File: config.mk
export PLATFORM = sky130hd
export DESIGN_NAME = addsub_serial_alu
export DESIGN_NICKNAME = d
export VERILOG_FILES = /design/src/rtl/addsub_pkg.sv /design/src/rtl/cla4_slice.sv /design/src/rtl/addsub_serial_alu.sv
export SDC_FILE = /design/constraint.sdc
export NUM_CORES = 1
export LEC_CHECK = 0
export CAP_MARGIN = 20
export CORE_AREA = 5 5 127 129
export DETAILED_ROUTE_END_ITERATION = 7
export DIE_AREA = 0 0 132 134
export SETUP_SLACK_MARGIN = 0.02
export SYNTH_ARGS = -nofsm -noshare
export SYNTH_HDL_FRONTEND = slang
export SYNTH_SLANG_ARGS = --single-unit
File: constraint.sdc
create_clock -name clk -period 3.65 [get_ports clk]
set_clock_uncertainty 0.15 [all_clocks]
set_input_delay 0.365 -clock clk [delete_from_list [all_inputs] [get_ports clk]]
set_output_delay 0.365 -clock clk [all_outputs]
set_load 0.05 [all_outputs]
File: src/rtl/addsub_pkg.sv
// Shared definitions for the serial add/sub ALU: FSM state encoding,
// bit positions inside the {Z,N,V,C} flag vector and op_sub encodings.
package addsub_pkg;

  typedef enum logic [1:0] {
    IDLE = 2'd0,
    CALC = 2'd1,
    DONE = 2'd2
  } state_t;

  localparam int unsigned FLAG_Z = 3;
  localparam int unsigned FLAG_N = 2;
  localparam int unsigned FLAG_V = 1;
  localparam int unsigned FLAG_C = 0;

  localparam logic OP_ADD = 1'b0;
  localparam logic OP_SUB = 1'b1;

endpackage

File: src/rtl/cla4_slice.sv
// Combinational 4-bit carry-lookahead adder slice.
// Ports:
//   a, b  in  4  addends (b already inverted by the caller for subtraction)
//   cin   in  1  carry in
//   sum   out 4  a + b + cin, low 4 bits
//   cout  out 1  carry out of bit 3
//   c3    out 1  carry into bit 3 (used for signed overflow detection)
module cla4_slice (
  input  logic [3:0] a,
  input  logic [3:0] b,
  input  logic       cin,
  output logic [3:0] sum,
  output logic       cout,
  output logic       c3
);

  logic [3:0] g;
  logic [3:0] p;
  logic [4:0] c;

  always_comb begin
    g = a & b;
    p = a ^ b;
    c[0] = cin;
    c[1] = g[0] | (p[0] & cin);
    c[2] = g[1] | (p[1] & g[0]) | (p[1] & p[0] & cin);
    c[3] = g[2] | (p[2] & g[1]) | (p[2] & p[1] & g[0]) | (p[2] & p[1] & p[0] & cin);
    c[4] = g[3] | (p[3] & g[2]) | (p[3] & p[2] & g[1]) | (p[3] & p[2] & p[1] & g[0])
         | (p[3] & p[2] & p[1] & p[0] & cin);
    sum  = p ^ c[3:0];
    cout = c[4];
    c3   = c[3];
  end

endmodule

File: src/rtl/addsub_serial_alu.sv
// Digit-serial add/sub ALU. Operands A and B (DIGITS hex digits each) are
// shifted in from the keypad one nibble at a time; submit then computes A+B
// or A-B one nibble per cycle through a single 4-bit CLA slice, with the
// inter-nibble carry held in a register.
// Ports:
//   clk, reset   clock / asynchronous active-high reset
//   key_nibble   hex digit from the keypad, qualified by key_valid
//   load_sel     entry/clear target: 0 = A, 1 = B
//   clear_sel    zero the selected operand
//   op_sub       0 = add, 1 = subtract; captured with submit
//   submit       start an operation (only honoured in IDLE/DONE)
//   busy         high during the DIGITS computation cycles
//   done         one-cycle pulse when result/flags have just updated
//   a_out, b_out operand registers
//   result       last completed result
//   flags        {Z,N,V,C} of the last completed result
module addsub_serial_alu
  import addsub_pkg::*;
#(
  parameter int unsigned DIGITS = 4
) (
  input  logic                  clk,
  input  logic                  reset,
  input  logic [3:0]            key_nibble,
  input  logic                  key_valid,
  input  logic                  load_sel,
  input  logic                  clear_sel,
  input  logic                  op_sub,
  input  logic                  submit,
  output logic                  busy,
  output logic                  done,
  output logic [4*DIGITS-1:0]   a_out,
  output logic [4*DIGITS-1:0]   b_out,
  output logic [4*DIGITS-1:0]   result,
  output logic [3:0]            flags
);

  localparam int unsigned W  = 4 * DIGITS;
  localparam int unsigned IW = (DIGITS > 1) ? $clog2(DIGITS) : 1;

  state_t          state_q, state_d;
  logic [IW-1:0]   idx_q, idx_d;
  logic            carry_q, carry_d;
  logic            sub_q, sub_d;
  logic [W-1:0]    a_q, a_d;
  logic [W-1:0]    b_q, b_d;
  logic [W-1:0]    acc_q, acc_d;
  logic [W-1:0]    result_q, result_d;
  logic [3:0]      flags_q, flags_d;

  logic [3:0]      nib_a;
  logic [3:0]      nib_b;
  logic [3:0]      slice_sum;
  logic            slice_cout;
  logic            slice_c3;
  logic [W-1:0]    acc_upd;
  logic            last_digit;

  // Subtraction is A + ~B + 1: B is inverted here and the +1 enters as the
  // initial carry (carry_q is seeded with op_sub on submit).
  cla4_slice u_slice (
    .a    (nib_a),
    .b    (nib_b ^ {4{sub_q}}),
    .cin  (carry_q),
    .sum  (slice_sum),
    .cout (slice_cout),
    .c3   (slice_c3)
  );

  always_comb begin
    nib_a   = '0;
    nib_b   = '0;
    acc_upd = acc_q;
    for (int unsigned i = 0; i < DIGITS; i++) begin
      if (idx_q == IW'(i)) begin
        nib_a            = a_q[4*i +: 4];
        nib_b            = b_q[4*i +: 4];
        acc_upd[4*i +: 4] = slice_sum;
      end
    end
    last_digit = (idx_q == IW'(DIGITS - 1));
  end

  always_comb begin
    state_d  = state_q;
    idx_d    = idx_q;
    carry_d  = carry_q;
    sub_d    = sub_q;
    a_d      = a_q;
    b_d      = b_q;
    acc_d    = acc_q;
    result_d = result_q;
    flags_d  = flags_q;

    unique case (state_q)
      IDLE, DONE: begin
        if (submit) begin
          // submit takes priority; any same-cycle key/clear is dropped
          state_d = CALC;
          sub_d   = op_sub;
          carry_d = op_sub;
          idx_d   = '0;
          acc_d   = '0;
        end else begin
          state_d = IDLE;
          if (clear_sel) begin
            if (load_sel) b_d = '0;
            else          a_d = '0;
          end else if (key_valid) begin
            if (load_sel) b_d = (b_q << 4) | W'(key_nibble);
            else          a_d = (a_q << 4) | W'(key_nibble);
          end
        end
      end
      CALC: begin
        acc_d   = acc_upd;
        carry_d = slice_cout;
        idx_d   = idx_q + IW'(1);
        if (last_digit) begin
          state_d         = DONE;
          result_d        = acc_upd;
          flags_d[FLAG_Z] = (acc_upd == '0);
          flags_d[FLAG_N] = acc_upd[W-1];
          flags_d[FLAG_V] = slice_c3 ^ slice_cout;
          flags_d[FLAG_C] = slice_cout;
        end
      end
      default: state_d = IDLE;
    endcase
  end

  always_ff @(posedge clk or posedge reset) begin
    if (reset) begin
      state_q  <= IDLE;
      idx_q    <= '0;
      carry_q  <= 1'b0;
      sub_q    <= OP_ADD;
      a_q      <= '0;
      b_q      <= '0;
      acc_q    <= '0;
      result_q <= '0;
      flags_q  <= '0;
    end else begin
      state_q  <= state_d;
      idx_q    <= idx_d;
      carry_q  <= carry_d;
      sub_q    <= sub_d;
      a_q      <= a_d;
      b_q      <= b_d;
      acc_q    <= acc_d;
      result_q <= result_d;
      flags_q  <= flags_d;
    end
  end

  assign busy   = (state_q == CALC);
  assign done   = (state_q == DONE);
  assign a_out  = a_q;
  assign b_out  = b_q;
  assign result = result_q;
  assign flags  = flags_q;

endmodule

# Word level (Yosys, flattened, before mapping)
# Cells that the tools add are included.
dict set report totals {
  elab_cells 92
  in_bits 11
  register_bits 74
}
dict set report classes {
  reduce_logical 11
  n_mux 29
  add_sub_neg 1
  bitwise_logic 35
  eq_ne 7
}
# op n
set op_table {}
lappend op_table {{two-way mux 16 bit} 9}
lappend op_table {{two-way mux 4 bit} 12}
lappend op_table {{OR 16 x 4 -> 16 bit} 2}
lappend op_table {{case mux 16 bit (2 select lines)} 1}
lappend op_table {{bitwise AND 1 bit} 16}
lappend op_table {{logical NOT 16 bit} 1}
lappend op_table {{XOR 4 bit} 3}
lappend op_table {{OR 1 bit} 10}
lappend op_table {{case mux 2 bit (2 select lines)} 2}
lappend op_table {{AND reduction 4 bit} 2}
lappend op_table {{== test 2 bit (second input constant)} 3}
lappend op_table {{AND reduction 2 bit} 3}
lappend op_table {{bitwise AND 4 bit} 1}
lappend op_table {{== test 2 x 1 -> 1 bit (second input constant)} 2}
lappend op_table {{logical NOT 2 bit} 2}
lappend op_table {{two-way mux 2 bit} 2}
lappend op_table {{nonzero test 2 bit} 2}
lappend op_table {{adder 2 x 1 -> 2 bit (second input constant)} 1}
lappend op_table {{two-way mux 1 bit} 2}
lappend op_table {{inequality test 2 x 1 -> 1 bit (second input constant)} 1}
lappend op_table {{inequality test 2 bit (second input constant)} 1}
lappend op_table {{inverter 1 bit} 2}
lappend op_table {{case mux 1 bit (2 select lines)} 1}
lappend op_table {{OR reduction 2 bit} 1}
lappend op_table {{XOR 1 bit} 1}

# Depth between registers and ports, before layout
dict set report depth {
  depth_word 14
  depth_mapped 14
  ltp_nobuf 11
}

# Cells and area by module
# A second synthesis with hierarchy kept.
dict set report hier_totals {
  hier_cells 406
  area_unflattened_um2 3834.9
}
# mod cells_each seq_area_each_um2 area_each_um2 n_inst
set by_module_without_submodules {}
lappend by_module_without_submodules {addsub_serial_alu 392 1751.7 3694.8 1}
lappend by_module_without_submodules {cla4_slice 14 0.0 140.1 1}

# Worst setup path after synthesis
# Ideal clock, no wire load.
dict set report synth_path {
  path_kind {reg2reg}
  start {reg idx_q[0]}
  end {reg flags_q[3] (netlist: flags[3])}
  required_ns 3.380
  path_stages_with_launch 15
  path_buffers 3
  setup_ns 0.120
  period_less_slack_ns 3.081
  slack_ns 0.569
  t_arrival_ns 2.811
  cell_sequence {dfrtp_1 inv_1 ha_1 buf_2 buf_1 nand3b_1 a21oi_1 a21oi_1 o21ai_0 ha_1 a211oi_1 or2_1 buf_2 nand3_1 a31o_1}
}
dict set report synth_via {
  elab_chain_len 14
}
# item line_no
set synth_lines {}
lappend synth_lines {{start, declared} addsub_serial_alu.sv:42} ;# logic [IW-1:0] idx_q, idx_d;
lappend synth_lines {{start signal, assigned} addsub_serial_alu.sv:145} ;# idx_q <= idx_d;
lappend synth_lines {{logical NOT 2 bit} addsub_serial_alu.sv:75} ;# if (idx_q == IW'(i)) begin
lappend synth_lines {{two-way mux 4 bit (4 in a row)} addsub_serial_alu.sv:75}
lappend synth_lines {{XOR 4 bit} addsub_serial_alu.sv:63} ;# .b (nib_b ^ {4{sub_q}}),
lappend synth_lines {{XOR 4 bit or bitwise AND 4 bit (tied branches)} {cla4_slice.sv:23, cla4_slice.sv:22}}
lappend synth_lines {{bitwise AND 1 bit} cla4_slice.sv:27} ;# c[3] = g[2] | (p[2] & g[1]) | (p[2] & p[1] & g[0]) | (p[2] & p[1] & p[0] & cin);
lappend synth_lines {{OR 1 bit or bitwise AND 1 bit (tied branches) (2 in a row)} cla4_slice.sv:27}
lappend synth_lines {{OR 1 bit} cla4_slice.sv:27}
lappend synth_lines {{XOR 4 bit} cla4_slice.sv:30} ;# sum = p ^ c[3:0];
lappend synth_lines {{two-way mux 4 bit} addsub_serial_alu.sv:75}
lappend synth_lines {{logical NOT 16 bit} addsub_serial_alu.sv:122} ;# flags_d[FLAG_Z] = (acc_upd == '0);
lappend synth_lines {{end signal, assigned} addsub_serial_alu.sv:152} ;# flags_q <= flags_d;
lappend synth_lines {{end, declared} addsub_serial_alu.sv:49} ;# logic [3:0] flags_q, flags_d;
# Several ways; a longest one is shown, not always the timed one.
# A chain may end at the register's enable or synchronous reset.

# Final worst setup path
dict set report layout_path {
  start {reg idx_q[0]}
  end {reg acc_q[7]}
}
dict set report layout_via {
  elab_chain_len 14
}
# item line_no
set layout_lines {}
lappend layout_lines {{logical NOT 2 bit} addsub_serial_alu.sv:75}
lappend layout_lines {{two-way mux 4 bit (4 in a row)} addsub_serial_alu.sv:75}
lappend layout_lines {{XOR 4 bit} addsub_serial_alu.sv:63}
lappend layout_lines {{XOR 4 bit or bitwise AND 4 bit (tied branches)} {cla4_slice.sv:23, cla4_slice.sv:22}}
lappend layout_lines {{bitwise AND 1 bit} cla4_slice.sv:27}
lappend layout_lines {{OR 1 bit or bitwise AND 1 bit (tied branches) (2 in a row)} cla4_slice.sv:27}
lappend layout_lines {{OR 1 bit} cla4_slice.sv:27}
lappend layout_lines {{XOR 4 bit} cla4_slice.sv:30}
lappend layout_lines {{two-way mux 4 bit (*)} addsub_serial_alu.sv:75}
lappend layout_lines {{case mux 16 bit (2 select lines) (*)} addsub_serial_alu.sv:95} ;# unique case (state_q)
lappend layout_lines {{end signal, assigned} addsub_serial_alu.sv:140} ;# acc_q <= '0;
lappend layout_lines {{end signal, assigned} addsub_serial_alu.sv:150} ;# acc_q <= acc_d;
lappend layout_lines {{end, declared} addsub_serial_alu.sv:47} ;# logic [W-1:0] acc_q, acc_d;
# Mark *: on every way between the ends. The rest lies on a longest branch, timed or not.

==> impl_results.md <==
- Status: complete, no violations
- CTS Buf Count: 9
- Vias in the first global route: 3038
- Initial antenna violation count: 0
- Clock buffer depth: 2
- Hold Path Class: register to register
- Final setup TNS: 0 ns
- Final setup vio count: 0
- Worst-Margin Slew: 0.8831 ns
- # DRC: 0
- Async S/R FF share, synth: 100.0%
- P&R area growth vs syn: 30.69%
- H-tree levels: 3
- Post-Syn Nets: 404
- Ant diodes: 0
- DRT iter0 DRCs: 159
- Count of port buffers added during placement: 64
- Area of the mapped netlist: 3612 sq um
- Initial Utilization: 24.21%
- Slew HR: 41.13%
- Worst-Skew Late Latency: 0.34 ns
- FF/Latch Area: 1727 sq um
- Syn Inst Count: 384
- Clock Sinks: 69
- Die height: 134 um
- Wire length of the first global-routing pass: 15.97 mm
- GRT Util Overall: 11.17%
- Met3 usage in global routing: 3.676%
- Vias/cell: 4.588
- Via count: 2918
- GR Util met1: 14.52%
- Detailed Routing Iterations Pass 1: 4
- Wirelength per Cell: 14.98 um
- Kind of end point of the critical path: register
- HPWL after DPL: 7.010 mm
- Fillers: 1539
- Clock-pin slew of the registers on the worst-case setup and hold paths: 0.06 ns
- Yosys reg bits: 69
- Top cell type by total area after synthesis: dfrtp_1
- Final WL: 9.527 mm
- Synth top area share: 47.80%
- Share of cells above drive strength 1: 9.375%
- Post-route ant nets: 0
- EDFF count, synth: 0
- Die Span X: 132 um
- Syn_area_per_cell: 9.407 sq um
- Die Area: 17690 sq um
- Cell Rows: 45
- Dominant synthesized flop cell: dfrtp_1
- Period minus WS final: 3.174 ns
- Post-synth top cells: dfrtp_1, nand2_1, o21ai_0
- Fmax: 315.1 MHz
- Max-cap viol count: 0
- Global route hottest layer: met2
- Largest cells by area after synthesis: dfrtp_1, nand2_1, o21ai_0
- Sequential area share after synthesis: 47.80%
- RSZ-0062 raised after global routing: no
- GR Util met2: 17.46%
- Synth unique cells: 46
- Clock root buffer: clkbuf_16
- CP Data Arrival Time: 3.27 ns
- Nets: 464
- I/O pins: 65
- Total grt overflow: 0
- Pin count of the biggest net entering global routing: 70
- Critical Path RT: 3.74 ns
- Most numerous cell in the Yosys netlist: dfrtp_1
- Yosys warns: 0
- GPL Wtd Cong: 0.8503
- Core Region: 14920 sq um
- CTS tree: built
- Slew Limit Fails: 0
- Final hold violations: 0
- Final worst-path cycle share: 86.95%
- CP Launch Type: register
- Area of the multi-input gates: 1719 sq um
- Crit Path Category: register to register
- Crit path max fanout: 12
-- kinds of logic (layout without fill, tap and decap cells) --
logic type / Yosys count / after routing / synth area share [%]
muxes: 22 / 22 / 6.581
AOI/OAI and AO/OA: 97 / 97 / 15.41
adders and majority gates: 9 / 9 / 3.325
buffers and inverters: 37 / 101 / 4.676
xor gates and xnor gates: 5 / 5 / 1.732
DFF: 69 / 69 / 47.80
and+or+nand+nor: 145 / 145 / 20.47
-- critical path, stage by stage, from the launching register on --
cell	delay, ns
dfrtp_1	0.42
inv_1	0.09
ha_1	0.35
buf_4	0.26
a221oi_1	0.10
o31ai_1	0.26
xor2_1	0.11
ha_1	0.43
o21ai_0	0.17
o21ai_1	0.33
nand2_1	0.19
o21ai_0	0.22
-- repair_timing --
action | 4_1_cts | 5_1_grt
resized for setup | 0 | 2
setup endpoints to repair | 0 | 7
hold endpoints to repair | 0 | 0
hold buffers | 0 | 0
setup buffers | 0 | 0
-- metal layers --
layer | part of all wire [%] | wire length, um
met1 | 47 | 4441
met2 | 46 | 4404
met3 | 5.4 | 512
met4 | 1.8 | 170
met5 | 0 | 0
-- state kept, by name (all words and copies together), names as in the netlist --
signal / flops
acc_q: 12
carry_q: 1
b_out: 16
sub_q: 1
a_out: 16
state_q: 2
idx_q: 2
flags: 4
result: 15
-- stage by stage --
step	instance area, sq um	setup WS (ns)	utilization, %	std cells	hold WS, ns
floorplan	3612	0.5690	-	384	0.2922
global placement	4439	0.4539	29.75	621	0.3130
detailed placement	4439	0.3237	29.75	621	0.3286
CTS	4718	0.3132	31.62	636	0.3405
global route	4721	0.06478	31.64	636	0.3648
finish	4721	0.4764	31.64	636	0.3322
-- layout by cell type (no fill, tap or decap), drive strengths merged --
master,count
dfrtp,69
clkdlybuf4s50,64
nand2,62
o21ai,49
nor2b,23
nand2b,22
a21oi,19
nor2,19
clkbuf,14
mux2,14
inv,12
buf,10
a31oi,8
mux2i,8
ha,8
nand3,4
o211ai,4
a221oi,4
o31ai,4
xor2,4
nand3b,4
and2b,3
nor4,3
o22ai,2
and2,2
a211oi,1
o211a,1
xnor2,1
or2,1
o21bai,1
or4,1
nor3,1
a31o,1
a22oi,1
a22o,1
a211o,1
fa,1
clkinv,1
-- final timing paths --
path                                 startpoint                     to  slack, ns  depth (start not counted)
setup / recovery           idx_q[0]$_DFFE_PP0P_   acc_q[7]$_DFFE_PP0P_       0.48                         11
hold / removal             acc_q[6]$_DFFE_PP0P_   acc_q[6]$_DFFE_PP0P_       0.33                          2
setup reg to reg           idx_q[0]$_DFFE_PP0P_   acc_q[7]$_DFFE_PP0P_       0.48                         11
hold reg to reg            acc_q[6]$_DFFE_PP0P_   acc_q[6]$_DFFE_PP0P_       0.33                          2
max in group asynchronous                 reset  a_out[13]$_DFFE_PP0P_       2.29                          3
min in group asynchronous                 reset  b_out[12]$_DFFE_PP0P_       0.49                          3
-- cell type report --
class,count,share of cell area [%]
flip-flops and latches,69,36.58
multi-input cells,278,36.42
repair buffers,74,15.16
clock buffers,14,5.804
well taps,188,4.983
inverters,12,0.9541
clock inverters,1,0.1060
Power is not shown: default switching activity piles up to over one toggle a cycle in this logic, so the estimate is an artifact.
